===== config.mk =====
export PLATFORM = sky130hd
export DESIGN_NAME = acc_cpu_core
export DESIGN_NICKNAME = d
export VERILOG_FILES = /design/src/rtl/acc_cpu_core.sv
export SDC_FILE = /design/constraint.sdc
export NUM_CORES = 1
export LEC_CHECK = 0
export BUFFER_PORTS_ARGS = -buffer_cell sky130_fd_sc_hd__buf_4
export CAP_MARGIN = 20
export CORE_ASPECT_RATIO = 0.8
export CORE_MARGIN = 3
export CORE_UTILIZATION = 58
export CTS_BUF_LIST = sky130_fd_sc_hd__clkbuf_16
export DETAILED_ROUTE_END_ITERATION = 6
export MAX_ROUTING_LAYER = met4
export PLACE_DENSITY = 0.81
export RECOVER_POWER = 25
export SLEW_MARGIN = 20
export SYNTH_ARGS = -nofsm -noshare
export SYNTH_HDL_FRONTEND = slang
export SYNTH_SLANG_ARGS = --single-unit

===== constraint.sdc =====
create_clock -name CLK -period 2.7 [get_ports CLK]
set_input_delay 0.54 -clock CLK [delete_from_list [all_inputs] [get_ports CLK]]
set_output_delay 0.54 -clock CLK [all_outputs]
set_load 0.05 [all_outputs]

===== src/rtl/acc_cpu_core.sv =====
// Accumulator CPU core: multi-cycle FSM fetching instructions and data from one
// unified memory over a REQ/ACK handshake that tolerates wait states.
module acc_cpu_core #(
    parameter int unsigned DW = 8,
    parameter int unsigned AW = 4
) (
    input  logic          CLK,
    input  logic          RESET,
    output logic          MEM_REQ,
    output logic          MEM_WE,
    output logic [AW-1:0] MEM_ADDR,
    output logic [DW-1:0] MEM_WDATA,
    input  logic [DW-1:0] MEM_RDATA,
    input  logic          MEM_ACK,
    output logic [AW-1:0] Q_PC,
    output logic [DW-1:0] Q_IR,
    output logic [DW-1:0] Dout_ACC,
    output logic          FLAG_Z,
    output logic          FLAG_C,
    output logic [2:0]    STATE,
    output logic          HALT
);

    typedef enum logic [2:0] {
        StFetch  = 3'd0,
        StDecode = 3'd1,
        StMem    = 3'd2,
        StExec   = 3'd3,
        StHalt   = 3'd4
    } state_e;

    localparam logic [3:0] OpNop  = 4'h0;
    localparam logic [3:0] OpLd   = 4'h1;
    localparam logic [3:0] OpSt   = 4'h2;
    localparam logic [3:0] OpAdd  = 4'h3;
    localparam logic [3:0] OpSub  = 4'h4;
    localparam logic [3:0] OpAnd  = 4'h5;
    localparam logic [3:0] OpOr   = 4'h6;
    localparam logic [3:0] OpXor  = 4'h7;
    localparam logic [3:0] OpShl  = 4'h8;
    localparam logic [3:0] OpShr  = 4'h9;
    localparam logic [3:0] OpNot  = 4'hA;
    localparam logic [3:0] OpJmp  = 4'hB;
    localparam logic [3:0] OpJz   = 4'hC;
    localparam logic [3:0] OpJc   = 4'hD;
    localparam logic [3:0] OpLdi  = 4'hE;
    localparam logic [3:0] OpHalt = 4'hF;

    state_e        state_q, state_d;
    logic [AW-1:0] pc_q, pc_d;
    logic [DW-1:0] ir_q, ir_d;
    logic [DW-1:0] acc_q, acc_d;
    logic [DW-1:0] dr_q, dr_d;
    logic          z_q, z_d;
    logic          c_q, c_d;
    logic          acc_wr;

    logic [3:0]    op;
    logic [DW-5:0] k;
    logic [AW-1:0] addr;
    logic [DW:0]   sum;
    logic [DW:0]   diff;

    assign op   = ir_q[DW-1:DW-4];
    assign k    = ir_q[DW-5:0];
    assign addr = k[AW-1:0];
    assign sum  = {1'b0, acc_q} + {1'b0, dr_q};
    // Top bit of the extended difference is the borrow (A < M unsigned).
    assign diff = {1'b0, acc_q} - {1'b0, dr_q};

    always_ff @(posedge CLK or posedge RESET) begin
        if (RESET) begin
            state_q <= StFetch;
            pc_q    <= '0;
            ir_q    <= '0;
            acc_q   <= '0;
            dr_q    <= '0;
            z_q     <= 1'b0;
            c_q     <= 1'b0;
        end else begin
            state_q <= state_d;
            pc_q    <= pc_d;
            ir_q    <= ir_d;
            acc_q   <= acc_d;
            dr_q    <= dr_d;
            z_q     <= z_d;
            c_q     <= c_d;
        end
    end

    always_comb begin
        state_d = state_q;
        pc_d    = pc_q;
        ir_d    = ir_q;
        acc_d   = acc_q;
        dr_d    = dr_q;
        z_d     = z_q;
        c_d     = c_q;
        acc_wr  = 1'b0;
        unique case (state_q)
            StFetch: begin
                if (MEM_ACK) begin
                    ir_d    = MEM_RDATA;
                    pc_d    = pc_q + AW'(1);
                    state_d = StDecode;
                end
            end
            StDecode: begin
                case (op)
                    OpLd, OpSt, OpAdd, OpSub, OpAnd, OpOr, OpXor: state_d = StMem;
                    OpHalt:                                       state_d = StHalt;
                    default:                                      state_d = StExec;
                endcase
            end
            StMem: begin
                if (MEM_ACK) begin
                    dr_d    = MEM_RDATA;
                    state_d = (op == OpSt) ? StFetch : StExec;
                end
            end
            StExec: begin
                state_d = StFetch;
                case (op)
                    OpLd:  begin acc_d = dr_q;                 c_d = 1'b0;        acc_wr = 1'b1; end
                    OpAdd: begin acc_d = sum[DW-1:0];          c_d = sum[DW];     acc_wr = 1'b1; end
                    OpSub: begin acc_d = diff[DW-1:0];         c_d = diff[DW];    acc_wr = 1'b1; end
                    OpAnd: begin acc_d = acc_q & dr_q;         c_d = 1'b0;        acc_wr = 1'b1; end
                    OpOr:  begin acc_d = acc_q | dr_q;         c_d = 1'b0;        acc_wr = 1'b1; end
                    OpXor: begin acc_d = acc_q ^ dr_q;         c_d = 1'b0;        acc_wr = 1'b1; end
                    OpShl: begin acc_d = acc_q << 1;           c_d = acc_q[DW-1]; acc_wr = 1'b1; end
                    OpShr: begin acc_d = acc_q >> 1;           c_d = acc_q[0];    acc_wr = 1'b1; end
                    OpNot: begin acc_d = ~acc_q;               c_d = 1'b0;        acc_wr = 1'b1; end
                    OpLdi: begin acc_d = DW'(k);               c_d = 1'b0;        acc_wr = 1'b1; end
                    OpJmp: pc_d = addr;
                    // Flags cannot change between DECODE and EXEC, so these are the DECODE-time flags.
                    OpJz:  if (z_q) pc_d = addr;
                    OpJc:  if (c_q) pc_d = addr;
                    default: ;
                endcase
                if (acc_wr) z_d = (acc_d == '0);
            end
            StHalt: ;
            default: state_d = StFetch;
        endcase
    end

    // RESET gates the request so an outstanding access is dropped without a clock edge.
    assign MEM_REQ   = ~RESET & ((state_q == StFetch) | (state_q == StMem));
    assign MEM_WE    = ~RESET & (state_q == StMem) & (op == OpSt);
    assign MEM_ADDR  = (state_q == StMem) ? addr : pc_q;
    assign MEM_WDATA = acc_q;

    assign Q_PC     = pc_q;
    assign Q_IR     = ir_q;
    assign Dout_ACC = acc_q;
    assign FLAG_Z   = z_q;
    assign FLAG_C   = c_q;
    assign STATE    = state_q;
    assign HALT     = (state_q == StHalt);

endmodule


### After elaboration in Yosys (flattened, before gate mapping)

Memory sizes are Yosys's and may differ from the RTL's.
Cells that the tools add are included.
Widths: inputs -> output; s select.

* bitwise operators: 10
* add/sub/neg operators: 3
* equal/unequal tests: 23
* muxes and demuxes: 15
* reduce and logical (&&, ||, !) cells: 12

Operators with widths (count)
* $pmux 8 s10: 1
* $eq 4x4->1 const B: 7
* $eq 4x3->1 const B: 4
* $mux 4: 4
* $pmux 3 s4: 1
* $pmux 4 s3: 1
* $reduce_or 10->1: 1
* $add 8x8->9: 1
* $sub 8x8->9: 1
* $and 8x8->8: 1
* $eq 4x2->1 const B: 2
* $logic_not 8->1: 1
* $mux 8: 1
* $not 8->8: 1
* $or 8x8->8: 1
* $pmux 4 s2: 1
* $reduce_and 2->1: 4
* $xor 8x8->8: 1
* $eq 3x2->1 const B: 2
* $mux 3: 2
* $ne 3x3->1 const B: 2
* $reduce_or 6->1: 1
* $pmux 1 s5: 1
* $reduce_and 5->1: 1
* 15 further kinds: 20

* flip-flop bits (word level): 33
* memory bits (read-only): 48
* memories kept: 1

Memory list
* (no name shown): words 16, width 3, rd ports 1, clocked after Yosys merged registers in 0, wr ports 0, line 109 `case (op)`

### Longest topological paths before layout

Gate-level depths: netlist of run 1.

* word-level depth: 5
* mapped depth: 10
* gate-level depth less buffers: 10

### Least setup slack after synthesis of run 1

OpenSTA, ideal clock, no wires.

* path kind: register to register
* start: reg acc_q[0], in the netlist Dout_ACC[0]
* end: reg z_q, in the netlist FLAG_Z
* arrival: 2.670 ns
* setup slack: -0.073 ns
* data required time: 2.597 ns
* stages on the path, launching flop included: 10
* path buffers: 0
* cell sequence: dfrtp_1 inv_1 ha_1 fa_1 o21bai_1 a21oi_1 a221o_1 a211oi_2 nand4b_1 o41ai_2

* cells in the longest elaborated chain, start to end: 4

Ends and longest elaborated chain
* start: declaration: line 52 `logic [DW-1:0] acc_q, acc_d;`
* start signal: assignment: line 76 `acc_q <= '0;`
* start signal: assignment: line 84 `acc_q <= acc_d;`
* $sub 8x8->9, or another cell as far along: line 69 `assign diff = {1'b0, acc_q} - {1'b0, dr_q};`
* $pmux 8 s10 *: line 123 `case (op)`
* $mux 8 *: line 100 `unique case (state_q)`
* $logic_not 8->1 *: line 140 `if (acc_wr) z_d = (acc_d == '0);`
* end signal: assignment: line 86 `z_q <= z_d;`
* end: declaration: line 54 `logic z_q, z_d;`

Every way passes the cells marked *; elsewhere a longest branch is shown, timed or not. The select of a mux whose other input is x is not followed.
A chain may end at the register's enable or synchronous reset.

### Worst setup path in the final report of run 1

* start: reg acc_q[1], in the netlist Dout_ACC[1]
* end: reg z_q, in the netlist FLAG_Z

Same word-level chain as after synthesis.

==> reports/metrics.csv, run 1 <==
metric,value,unit
status,"complete, but fails checks",
failing checks,"capacitance limit, slew limit",
Hold WC Path Type,in2reg,
Layout area overhead,23.9,%
critical-path maximum fanout,6,
Fmax achieved,0.373,GHz
Mapped Cells,395,
Die X,89.3,µm
Mapped Area,0.00322,mm²
"leading cell type in the layout, fill and taps excluded",buf_4,
crit path launch type,register,
clk_lat worst skew,0.28,ns
drt wl/cell,20.8,µm
Synth area leaders,"dfrtp_1 (26%), ha_1 (10%), o21ai_0 (5.6%)",
total CTS buffers,5,
"Net Count, Synth",434,
CP Data Arrival Time,2.86,ns
"CP delay by family, top",compound AO/OA/AOI/OAI gates,
share of the synthesized area in the top cell type,25.6,%
Synth Flop Type,dfrtp_1,
cells on worst reg2reg path,10,
Final TNS setup,0,ns
fin crit share,99.2,%
"Distinct cells, synth",65,
Maximum Capacitance Violations,1,
sequential fraction of the synthesis area,25.6,%
CP Buf/Inv Count,2,
number of buffers added on ports,50,
WS Path Type,reg2reg,
vias in the first global route,3152,
final wirelength,10.8,mm
DP Cell Count,506,
GP Congestion,0.992,
CP max stage delay,0.44,ns
Non-Filler Instances,518,
H-tree depth,2,
CTS Buffer Depth,2,
Hold Path Stages,3,
Fin. Hold Viols,0,
WP depth,10,
Total Die Area,0.00649,mm²
io pins,51,
Post-synth EDFFs,0,
CTS tree,built,
Crit. End Element,register,
NumNets Final,494,
layout cells sized above 1,30.9,%
Min-Delay Endpoint,dr_q[0],
DIE HEIGHT,72.7,µm
Antenna diodes,0,
DRT antenna net count,0,
Final setup violation count,0,
slowest CP cell,dfrtp_2,
WP data required,2.88,ns
relative slew slack,-30.3,%
Avg Vias per Cell,6.55,
RR Endpoint,FLAG_Z,
R2R Path Start,Dout_ACC[1],
"commonest non-fill, non-tap cells in the layout","buf_4 (83), nor2_1 (39), o21ai_0 (35)",
global-route wire length before repair,16.8,mm
Tightest Pin Transition,1.95,ns
max-slew violations,34,
post-synth top area cell,dfrtp_1,
fin crit period,2.68,ns
first-pass detailed-route iteration total,5,
root cell of the clock tree,clkbuf_16,
"CTS clk-pin slew, worst paths",0.05,ns
Syn. warnings,0,
Congestion Overflow GR,0,
"reg-to-reg slack, setup",0.02,ns
Mapped Avg Cell Area,8.16,µm²
vias,3392,
"critical path, cell by cell",clkinvlp_4 > ha_1 > a211oi_2 > nor3_1 > buf_4 > o21ai_0 > o21ai_0 > a211oi_2 > nor2_1 > o41ai_2,
clk_skew,0.00433,ns
DRC,0,
total track usage,35.3,%
clk sinks,33,
min-delay src,MEM_RDATA[0],
Post-DP HPWL,8.01,mm
antenna violations before repair,0,
largest net degree at the start of global routing,34,
Async SR Flop Fraction,100,%
row count,23,
synthesized flop and latch total,33,
Starting Density,62.2,%
DRT iter0 DRCs,362,
CORE AREA,0.00518,mm²
[worst register-to-register path: stages (launching register included)]
cell	delay (ns)
dfrtp_2	0.44
clkinvlp_4	0.19
ha_1	0.39
a211oi_2	0.30
nor3_1	0.12
buf_4	0.15
o21ai_0	0.15
o21ai_0	0.12
a211oi_2	0.30
nor2_1	0.09
o41ai_2	0.32
[synthesized netlist by cell type (5+ instances only)]
library cell,n
inv_1,24
dfrtp_1,33
mux2_2,16
clkbuf_1,7
mux2i_1,5
nand2_1,32
nor3_1,11
nor2b_1,5
o21ai_0,36
nand3_1,5
nand2b_1,13
ha_1,26
nor2_1,39
a21oi_1,22
buf_2,8
o21bai_1,5
a22oi_1,7
buf_4,14
[final cells by class]
cell class              instances  area (µm²)
clock buffers                   5         125
clock inverters                 3        65.1
fillers                       391        1190
inverters                      24        93.8
multi-input cells             305        2140
flip-flops and latches         33         831
well taps                      62        77.6
repair buffers                 86         654
[registers in the layout, summed over array words and instances, names as in the netlist]
signal	cells
Q_PC	4
FLAG_C	1
STATE	3
Dout_ACC	8
Q_IR	8
FLAG_Z	1
dr_q	8
[metal layers]
| metal | vias up | wire length (µm) | GRT usage, % | share of wire (%) |
|---|---|---|---|---|
| met5 | - | 0 | - | 0 |
| met4 | 0 | 156 | 7.44 | 1.4 |
| met3 | 26 | 1190 | 7.11 | 11 |
| met2 | 218 | 4710 | 49.1 | 44 |
| met1 | 1619 | 4730 | 53.0 | 44 |
| li1 | 1529 | - | - | - |
[through the flow]
step	setup slack, ns	utilization (%)	hold slack, ns	instance area, µm²
floorplan	0.0128	-	0.560	3220
global placement	0.183	72.0	0.532	3730
detailed placement	0.103	72.0	0.524	3730
CTS	0.0370	75.7	0.413	3920
global route	-0.174	77.1	0.490	3990
finish	0.0220	77.1	0.482	3990
[cells by family (layout without fill, tap and decap cells)]
kind of cell	count (synthesis)	in the layout	synth area share, %
mux	21	21	7.15
xor+xnor	4	4	1.09
compound gates	121	121	25.7
buf+inv	57	118	9.05
simple gates	131	131	20.1
fa+ha+maj	28	28	11.3
flops	33	33	25.6
[worst max path at each step]
stage,startpoint,end
final,Dout_ACC[1],FLAG_Z
after global routing,Dout_ACC[1],FLAG_Z
after CTS,Q_IR[5],MEM_WE
after detailed placement,Dout_ACC[0],FLAG_Z
after global placement,Dout_ACC[0],FLAG_Z
after floorplan,Dout_ACC[5],FLAG_Z
[what timing repair did]
item,4_1_cts,5_1_grt
hold buffers,0,0
buffers inserted,0,4
setup endpoints to repair,0,4
resized for setup,0,13
Power of run 1 is not shown: default switching activity piles up to over one toggle a cycle in this logic, so the estimate is an artifact.
==> inputs of run 2 (changes only) <==
GPL_TIMING_DRIVEN = 0   (was unset)
==> run 2 against run 1 <==
  * The flow finishes with violations (setup timing)
  * Flip-flop and latch count unchanged
  * Count of clock-buffer cells in the layout did not move
  * Register-to-register slack worse by 0.03 ns
  * Non-clock buffer count is 3 higher
  * Clock skew rose by 0.0033 ns
  * Sequential share of layout area up 0.24 points
  * First-iteration DRC count grew 23%
  * Global-route usage shrank 0.91 points
==> reports/metrics.csv, run 2 (synthesis gave the netlist of run 1 again) <==
metric,value,unit,change
FF/Latch Area,836,µm²,was 831 µm²
DRT iter0 DRCs,445,,was 362
critical-path maximum fanout,10,,was 6
clk_lat worst skew,0.29,ns,was 0.28 ns
DIE HEIGHT,72.7,µm,unchanged
GP Congestion,1.00,,was 0.992
"leading cell type in the layout, fill and taps excluded",buf_4,,unchanged
Congestion Overflow GR,0,,unchanged
Layout area overhead,23.2,%,was 23.9%
CTS Buffer Depth,2,,unchanged
first-pass detailed-route iteration total,5,,unchanged
largest net degree at the start of global routing,35,,was 34
"Design Area, Final",0.00397,mm²,was 0.00399 mm²
max-slew violations,0,,was 34
vias in the first global route,3082,,was 3152
status,"complete, but fails checks",,unchanged
vias,3439,,was 3392
WP data required,2.88,ns,about the same
"commonest non-fill, non-tap cells in the layout","buf_4 (68), nor2_1 (38), o21ai_0 (34)",,"was buf_4 (83), nor2_1 (39), o21ai_0 (35)"
total track usage,34.4,%,was 35.3%
row count,23,,unchanged
io pins,51,,unchanged
Crit. End Element,register,,unchanged
CORE AREA,0.00518,mm²,unchanged
CTS tree,built,,unchanged
number of buffers added on ports,50,,unchanged
Final WS setup,-0.00605,ns,was 0.0220 ns
fin crit period,2.71,ns,was 2.68 ns
WS Path Type,reg2reg,,unchanged
final wirelength,10.9,mm,was 10.8 mm
clk_skew,0.00761,ns,was 0.00433 ns
H-tree depth,2,,unchanged
Antenna diodes,0,,unchanged
failing checks,setup timing,,"was capacitance limit, slew limit"
relative slew slack,38.8,%,was -30.3%
DRC,0,,unchanged
"CTS clk-pin slew, worst paths",0.06,ns,was 0.05 ns
Starting Density,62.2,%,unchanged
global-route wire length before repair,16.4,mm,was 16.8 mm
fin crit share,100,%,was 99.2%
Maximum Capacitance Violations,0,,was 1
root cell of the clock tree,clkbuf_16,,unchanged
NumNets Final,497,,was 494
Fmax achieved,0.370,GHz,was 0.373 GHz
Total Die Area,0.00649,mm²,unchanged
Post-DP HPWL,7.79,mm,was 8.01 mm
filler instances,384,,was 391
WHS,0.394,ns,was 0.482 ns
crit path launch type,register,,unchanged
Tightest Pin Transition,0.905,ns,was 1.95 ns
Hold WC Path Type,in2async,,was in2reg
layout cells sized above 1,31.6,%,was 30.9%
Avg Vias per Cell,6.60,,was 6.55
multi-input logic area,0.00216,mm²,was 0.00214 mm²
clk sinks,33,,unchanged
drt wl/cell,20.9,µm,was 20.8 µm
total CTS buffers,5,,unchanged
Die X,89.3,µm,unchanged
antenna violations before repair,0,,unchanged
Post-DP Area,0.00368,mm²,was 0.00373 mm²
Final setup violation count,1,,was 0
RSZ-0062 raised after global routing,true,,
CP Data Arrival Time,2.89,ns,was 2.86 ns
DRT antenna net count,0,,unchanged
Fin. Hold Viols,0,,unchanged
-- run 2: cell count changes in the layout (fill, tap and decap cells not counted), moves of 2 or more --
cell,before,now
buf_2,0,8
buf_4,83,68
dfrtp_2,4,8
nor3_1,11,8
clkbuf_1,1,7
dfrtp_1,29,25
buf_6,0,2
inv_2,1,3
nor3_2,1,4
-- run 2: through the flow --
| step | std cells | setup WS (ns) | TNS (ns) | utilization, % |
|---|---|---|---|---|
| finish | 521 | -0.00605 | -0.00605 | 76.6 |
| global route | 521 | -0.0630 | -0.0630 | 76.6 |
| CTS | 517 | 0.0121 | 0 | 75.0 |
| detailed placement | 507 | -0.0238 | -0.0238 | 71.0 |
| global placement | 507 | -0.0738 | -0.0738 | 71.0 |
| floorplan | 395 | 0.0128 | 0 | - |
-- run 2: final timing paths --
path	startpoint	endpoint	slack, ns	cells after the start
setup / recovery	Dout_ACC[4]	FLAG_Z	-0.006	10
hold / removal	RESET	Q_IR[2]	0.39	2
setup reg to reg	Dout_ACC[4]	FLAG_Z	-0.006	10
hold reg to reg	FLAG_C	FLAG_C	0.52	1
max in group asynchronous	RESET	Dout_ACC[1]	1.79	2
min in group CLK	MEM_RDATA[0]	dr_q[0]	0.47	3
-- run 2: routing by layer --
| metal | part of all wire (%) | track usage (%) | routed length, µm | vias up |
|---|---|---|---|---|
| met5 | 0 | - | 0 | - |
| met4 | 2.4 | 10.4 | 267 | 0 |
| met3 | 12 | 9.48 | 1330 | 36 |
| met2 | 43 | 48.3 | 4700 | 271 |
| met1 | 42 | 48.2 | 4600 | 1597 |
| li1 | - | - | - | 1535 |
-- run 2: critical path, cell delays in order (launching register included) --
cell and delay [ns]:
dfrtp_2 0.46, inv_1 0.07, ha_1 0.28, clkbuf_1 0.20
nor2b_1 0.20, mux2i_1 0.14, o22ai_1 0.11, or4_1 0.53
a211oi_2 0.25, nor2_1 0.12, o41ai_2 0.23
-- run 2: cell type report --
type,instances,share of cell area [%]
Multi-Input combinational cell,305,54.4
Sequential cell,33,21.1
Timing Repair Buffer,56,10.9
Buffer,33,5.11
Clock buffer,5,3.15
Inverter,24,2.27
Tap cell,62,1.95
Clock inverter,3,1.17
-- run 2: timing repair --
item                                    CTS  global route
resized for setup                         7            16
endpoints found under the hold margin     0             0
pin swaps                                 1             4
gates cloned                              0             0
endpoints found under the setup margin    6             5
setup buffers                             2             4
hold buffers                              0             0
Power of run 2 is left out for the same reason.
